**config.mk**
```make
export PLATFORM = sky130hd
export DESIGN_NAME = fetch_unit
export DESIGN_NICKNAME = d
export VERILOG_FILES = /design/src/rtl/fetch_pkg.sv /design/src/rtl/fetch_fifo.sv /design/src/rtl/fetch_unit.sv
export SDC_FILE = /design/constraint.sdc
export NUM_CORES = 1
export LEC_CHECK = 0
export CAP_MARGIN = 20
export CORE_MARGIN = 1
export CORE_UTILIZATION = 45
export DETAILED_ROUTE_END_ITERATION = 10
export GPL_TIMING_DRIVEN = 0
export PLACE_DENSITY_LB_ADDON = 0.08
export REMOVE_ABC_BUFFERS = 1
export SYNTH_ARGS = -nofsm -noshare
export SYNTH_HDL_FRONTEND = slang
export SYNTH_SLANG_ARGS = --single-unit
export TNS_END_PERCENT = 50
```
**constraint.sdc**
```tcl
create_clock -name clk -period 10.06 [get_ports clk]
set_input_delay 2.012 -clock clk [delete_from_list [all_inputs] [get_ports clk]]
set_output_delay 2.012 -clock clk [all_outputs]
set_load 0.05 [all_outputs]
```
**src/rtl/fetch_pkg.sv**
```systemverilog
// Shared types and constants for the instruction fetch stage.
// Used by fetch_fifo and fetch_unit.
package fetch_pkg;

  localparam int XLEN = 32;
  localparam int ILEN = 32;

  localparam logic [XLEN-1:0] RESET_PC_DEF = 32'h0000_0000;

  typedef struct packed {
    logic [XLEN-1:0] pc;
    logic [ILEN-1:0] instr;
  } fetch_entry_t;

endpackage

```
**src/rtl/fetch_fifo.sv**
```systemverilog
// Synchronous FIFO with synchronous clear and occupancy count.
// Caller guarantees no push when full and no pop when empty.
module fetch_fifo #(
  parameter int WIDTH = 32,
  parameter int DEPTH = 2
) (
  input  logic                     clk,
  input  logic                     rst,
  input  logic                     clr,
  input  logic                     push,
  input  logic [WIDTH-1:0]         wdata,
  input  logic                     pop,
  output logic [WIDTH-1:0]         rdata,
  output logic [$clog2(DEPTH):0]   count
);

  localparam int AW = $clog2(DEPTH);
  localparam int CW = AW + 1;

  logic [WIDTH-1:0] mem_q [DEPTH];
  logic [WIDTH-1:0] mem_d [DEPTH];
  logic [AW-1:0]    wptr_q, wptr_d;
  logic [AW-1:0]    rptr_q, rptr_d;
  logic [CW-1:0]    cnt_q, cnt_d;

  always_comb begin
    mem_d  = mem_q;
    wptr_d = wptr_q;
    rptr_d = rptr_q;
    cnt_d  = cnt_q;
    if (clr) begin
      wptr_d = '0;
      rptr_d = '0;
      cnt_d  = '0;
    end else begin
      if (push) begin
        mem_d[wptr_q] = wdata;
        wptr_d        = wptr_q + AW'(1);
      end
      if (pop) begin
        rptr_d = rptr_q + AW'(1);
      end
      cnt_d = cnt_q + CW'(push) - CW'(pop);
    end
  end

  always_ff @(posedge clk or posedge rst) begin
    if (rst) begin
      mem_q  <= '{default: '0};
      wptr_q <= '0;
      rptr_q <= '0;
      cnt_q  <= '0;
    end else begin
      mem_q  <= mem_d;
      wptr_q <= wptr_d;
      rptr_q <= rptr_d;
      cnt_q  <= cnt_d;
    end
  end

  assign rdata = mem_q[rptr_q];
  assign count = cnt_q;

endmodule

```
**src/rtl/fetch_unit.sv**
```systemverilog
// Instruction fetch stage: PC, credit-limited imem requests, decode buffer.
// Define FETCH_PERF_EN to add the redirect_cnt performance counter port.
module fetch_unit
  import fetch_pkg::*;
#(
  parameter logic [XLEN-1:0] RESET_PC = RESET_PC_DEF,
  parameter int              DEPTH    = 2
) (
  input  logic            clk,
  input  logic            rst,
  output logic            imem_req,
  output logic [XLEN-1:0] imem_addr,
  input  logic            imem_gnt,
  input  logic            imem_rvalid,
  input  logic [ILEN-1:0] imem_rdata,
  input  logic            redirect,
  input  logic [XLEN-1:0] redirect_pc,
  output logic            if_valid,
  input  logic            if_ready,
  output logic [XLEN-1:0] if_pc,
  output logic [ILEN-1:0] if_instr
`ifdef FETCH_PERF_EN
  ,
  output logic [31:0]     redirect_cnt
`endif
);

  localparam int CW = $clog2(DEPTH) + 1;
  localparam int EW = $bits(fetch_entry_t);

  logic [XLEN-1:0] pc_q, pc_d;
  logic [CW-1:0]   discard_q, discard_d;
  logic [CW-1:0]   outstanding;
  logic [CW-1:0]   buf_count;
  logic [XLEN-1:0] inflight_pc;
  fetch_entry_t    buf_wdata, buf_rdata;
  logic            grant, resp_keep, dec_pop, credit;

  // Buffer entries plus in-flight requests may never exceed DEPTH.
  assign credit = ({1'b0, outstanding} + {1'b0, buf_count})
                  < (CW + 1)'(DEPTH);

  assign imem_req  = !rst && !redirect && credit;
  assign imem_addr = pc_q;
  assign grant     = imem_req && imem_gnt;

  assign resp_keep = imem_rvalid && !redirect && (discard_q == '0);
  assign if_valid  = (buf_count != '0) && !redirect;
  assign dec_pop   = if_valid && if_ready;

  assign buf_wdata = '{pc: inflight_pc, instr: imem_rdata};
  assign if_pc     = buf_rdata.pc;
  assign if_instr  = buf_rdata.instr;

  fetch_fifo #(.WIDTH(XLEN), .DEPTH(DEPTH)) u_inflight (
    .clk   (clk),
    .rst   (rst),
    .clr   (1'b0),
    .push  (grant),
    .wdata (pc_q),
    .pop   (imem_rvalid),
    .rdata (inflight_pc),
    .count (outstanding)
  );

  fetch_fifo #(.WIDTH(EW), .DEPTH(DEPTH)) u_ibuf (
    .clk   (clk),
    .rst   (rst),
    .clr   (redirect),
    .push  (resp_keep),
    .wdata (buf_wdata),
    .pop   (dec_pop),
    .rdata (buf_rdata),
    .count (buf_count)
  );

  always_comb begin
    pc_d      = pc_q;
    discard_d = discard_q;
    if (redirect) begin
      pc_d      = {redirect_pc[XLEN-1:2], 2'b00};
      discard_d = outstanding - CW'(imem_rvalid);
    end else begin
      if (grant) begin
        pc_d = pc_q + 32'd4;
      end
      if (imem_rvalid && (discard_q != '0)) begin
        discard_d = discard_q - CW'(1);
      end
    end
  end

  always_ff @(posedge clk or posedge rst) begin
    if (rst) begin
      pc_q      <= RESET_PC;
      discard_q <= '0;
    end else begin
      pc_q      <= pc_d;
      discard_q <= discard_d;
    end
  end

`ifdef FETCH_PERF_EN
  logic [31:0] rcnt_q, rcnt_d;

  always_comb begin
    rcnt_d = rcnt_q + {31'b0, redirect};
  end

  always_ff @(posedge clk or posedge rst) begin
    if (rst) begin
      rcnt_q <= '0;
    end else begin
      rcnt_q <= rcnt_d;
    end
  end

  assign redirect_cnt = rcnt_q;
`endif

endmodule

```
==> summary.txt <==
STA
  • Max Slew Vio Count: 0
  • Final Critical Period: 5.691 ns
  • Setup WS post-layout: 4.369 ns
  • Max_slew headroom: 39.78%
  • Achievable Freq: 175.7 MHz
  • Pin slew with the least headroom to its limit: between 0.9 and 1 ns
  • RSZ-0062 raised after global routing: false
  • Finish-stage setup viols: 0
  • Fin Clk Skew: 0.02255 ns
  • Fin Setup TNS: 0 ns
  • Fin. Hold Viols: 0
  • Final period util: a little under three fifths

Synth
  • Post-synthesis register bit count: 224
  • Cell accounting for the most synthesized area: dfrtp_1
  • Synth Warn #: 0
  • Number of synthesized flops with an enable pin: 0
  • Synth Flop Type: dfrtp_1
  • Gate Count Post-Synth: 842
  • Area share of the largest cell type after synthesis: a little under three fifths
  • FFs w/ async S/R, synth: 100.0%
  • Seq/Total Area, Yosys: between 50% and 60%
  • Synth cell types: 54
  • Synthesized area per cell: 11.95 um^2
  • Largest cells by area after synthesis: dfrtp_1 (56%), mux2_2 (20%), nand2_1 (3.2%)
  • Syn Std Cell Area: 10070 um^2

Finish
  • Finished Cell Area: between 10000 and 15000 um^2
  • P&R area growth vs syn: 28.07%
  • Fill count: approximately 1900
  • Final #Nets: between 1000 and 1500
  • Share of layout cells above drive strength 1: roughly a quarter
  • Utilization after layout: slightly below 60%
  • Multi-input logic area: between 4000 and 5000 um^2
  • Register area: approximately 5600 um^2
  • ANT cells: 0

Floorplan
  • Full die area: about 23000 um^2
  • Ports: between 150 and 200
  • Row count: 54
  • Die height: 151.6 um
  • Core area: approximately 22000 um^2
  • Die Wd: around 150 um
  • Initial core utilization: between 40% and 50%

Worst setup path
  • Worst-path fanout max: 2
  • Crit. End Element: primary output
  • Critical Path AT: 3.68 ns
  • Setup crit start kind: input pin
  • R2R cell count: 8
  • Crit path required time: 8.05 ns
  • Worst Setup Path Type: input pin to primary output

Route
  • Routed length per instance: ~18 um
  • Post-DRT Antenna Nets: 0
  • Vias: between 6000 and 7000
  • Initial DRT Pass Iterations: 4
  • DR vias/cell: between 5 and 6
  • Drc violations: 0
  • DRT Wirelength: approximately 23000 um
  • Starting DRT DRC Count: 272

Power and ir drop
  • LEAKAGE: ~5.7 nW
  • Worst VDD drop: ~0.16 mV
  • Power Density: roughly 320 nW/um^2
  • Pwr Total: a little over 4 mW

Job
  • Maxcap violations: 0

Clock network
  • CTS clk-pin slew, worst paths: 0.06 ns
  • Cts repair resizes: 0
  • CTS sink cnt: approximately 220
  • Max clock buf depth: 3
  • CTS hold repair buffers: 0
  • CTS Root Cell: clkbuf_16
  • CTS Buf Count: 25
  • Clk_lat worst skew: 0.52 ns
  • H-tree level count: 1
  • Post-CTS Setup Bufs: 0
  • TritonCTS clock tree: built

Global routing
  • Pin count of the biggest net entering global routing: 94
  • Vias in the first global route: between 6000 and 7000
  • Initial antenna violation count: 0
  • First-pass GRT wire length: between 30000 and 40000 um
  • Gr ovfl total: 0
  • Gr usage total: 20.51%

Worst hold path
  • Min-Delay Path Depth: 2
  • Worst hold path class: flip-flop to flip-flop

Placement
  • Dpl cell area: between 10000 and 15000 um^2
  • Worst slack at placement: approximately 4.4 ns
  • I/O Buffers: roughly 160
  • Placed wire-length estimate: around 14000 um
  • Placer Congestion: between 0.7 and 0.8

Outcome
  • Status: completed
area by class of cell:
cell class,instances,area share (%)
Multi-Input combinational cell,553,32.52
Clock inverter,8,0.5824
Timing Repair Buffer,176,14.47
Sequential cell,224,43.52
Tap cell,280,2.718
Inverter,14,0.4659
Clock buffer,36,5.717
kinds of logic (layout without fill, tap and decap cells):
| family | Yosys count | count (layout) | synth area share (%) |
|---|---|---|---|
| adders and majority gates | 7 | 7 | 0.9447 |
| other | 1 | 4 | 0.03725 |
| and+or+nand+nor | 194 | 194 | 9.024 |
| buffers and inverters | 68 | 234 | 2.946 |
| muxes | 211 | 211 | 23.21 |
| DFF | 224 | 224 | 55.69 |
| xor gates and xnor gates | 8 | 8 | 0.6960 |
| AOI/OAI and AO/OA | 129 | 129 | 7.458 |
cell usage after synthesis, types with 2 or more instances:
cell and n:
nor4_2 2, clkbuf_1 32, o21ai_0 58, nand2b_1 3, inv_1 13, buf_4 4
xor2_1 4, nand2_1 86, ha_1 6, mux2_1 2, a32oi_1 2, nor4_1 2
dfrtp_1 224, nand4b_1 2, and2_1 2, nor3_1 4, buf_1 4, mux2i_1 32
o311ai_0 5, nand3_1 17, a21oi_1 37, and3_1 2, nand4_1 12, nand2_4 2
nor2_1 52, a221o_1 2, xnor2_1 4, a31oi_1 2, mux2_2 177, nor4_4 2
buf_2 11, o211ai_1 13
registers in the layout, summed over array words and instances (netlist names), 2 cells and up:
name / flops
u_ibuf.mem_q: 124
u_inflight.mem_q: 60
imem_addr: 30
discard_q: 2
u_ibuf.count: 2
u_inflight.count: 2
where the power goes:
part	internal (mW)	leakage, nW	switching (mW)
Sequential	1.27	2.82	0.223
Combinational	0.755	2.45	1.01
Clock	0.533	0.401	0.362
Total	2.56	5.68	1.59
worst max-delay path: stages:
cell             delay (ns)
clkdlybuf4s50_1        0.54
nor4_4                 0.26
clkdlybuf4s50_1        0.87
metrics by stage:
| stage | cells | hold slack (ns) |
|---|---|---|
| 2_1_floorplan | 791 | 0.4444 |
| 3_3_place_gp | 1232 | 0.4561 |
| 4_1_cts | 1291 | 0.4785 |
| 6_report | 1291 | 0.4712 |
| 3_5_place_dp | 1247 | 0.4652 |
| 5_1_grt | 1291 | 0.4972 |
per-layer routing:
metal	track usage, %	part of all wire [%]
met1	28.78	48
met2	32.58	45
met3	3.623	5.7
met4	5.891	1.9
met5	0	0
cell usage in the layout, fill, tap and decap left out, types with 2 or more instances in the layout:
| cell | n |
|---|---|
| dfrtp_1 | 222 |
| mux2_2 | 177 |
| clkdlybuf4s50_1 | 160 |
| nand2_1 | 84 |
| o21ai_0 | 58 |
| nor2_1 | 52 |
| a21oi_1 | 37 |
| mux2i_1 | 32 |
| clkbuf_16 | 25 |
| nand3_1 | 17 |
| o211ai_1 | 13 |
| inv_1 | 12 |
| nand4_1 | 12 |
| clkbuf_8 | 7 |
| buf_6 | 7 |
| ha_1 | 6 |
| o311ai_0 | 5 |
| xnor2_1 | 4 |
| xor2_1 | 4 |
| conb_1 | 4 |
| clkinv_2 | 4 |
| clkbuf_1 | 4 |
| buf_16 | 4 |
| nand2_4 | 3 |
| nor3_1 | 3 |
| nor4_4 | 2 |
| mux2_1 | 2 |
| nand2b_1 | 2 |
| nand4b_1 | 2 |
| nor4_2 | 2 |
| and2_1 | 2 |
| a221o_1 | 2 |
| a32oi_1 | 2 |
| and3_1 | 2 |
| nor4_1 | 2 |
| a31oi_1 | 2 |
| clkinv_4 | 2 |
| buf_12 | 2 |
| buf_8 | 2 |
worst paths after layout:
kind | slack (ns) | end | start
max | 4.37 | imem_req | rst
min | 0.47 | u_ibuf.mem_q[53] | u_ibuf.mem_q[53]
max reg2reg | 6.70 | u_inflight.mem_q[15] | u_ibuf.count[0]
min reg2reg | 0.47 | u_ibuf.mem_q[53] | u_ibuf.mem_q[53]
max in group asynchronous | 6.90 | u_ibuf.mem_q[4] | rst
min in group asynchronous | 1.95 | u_inflight.mem_q[44] | rst
Power figures use the tool's default switching activity.
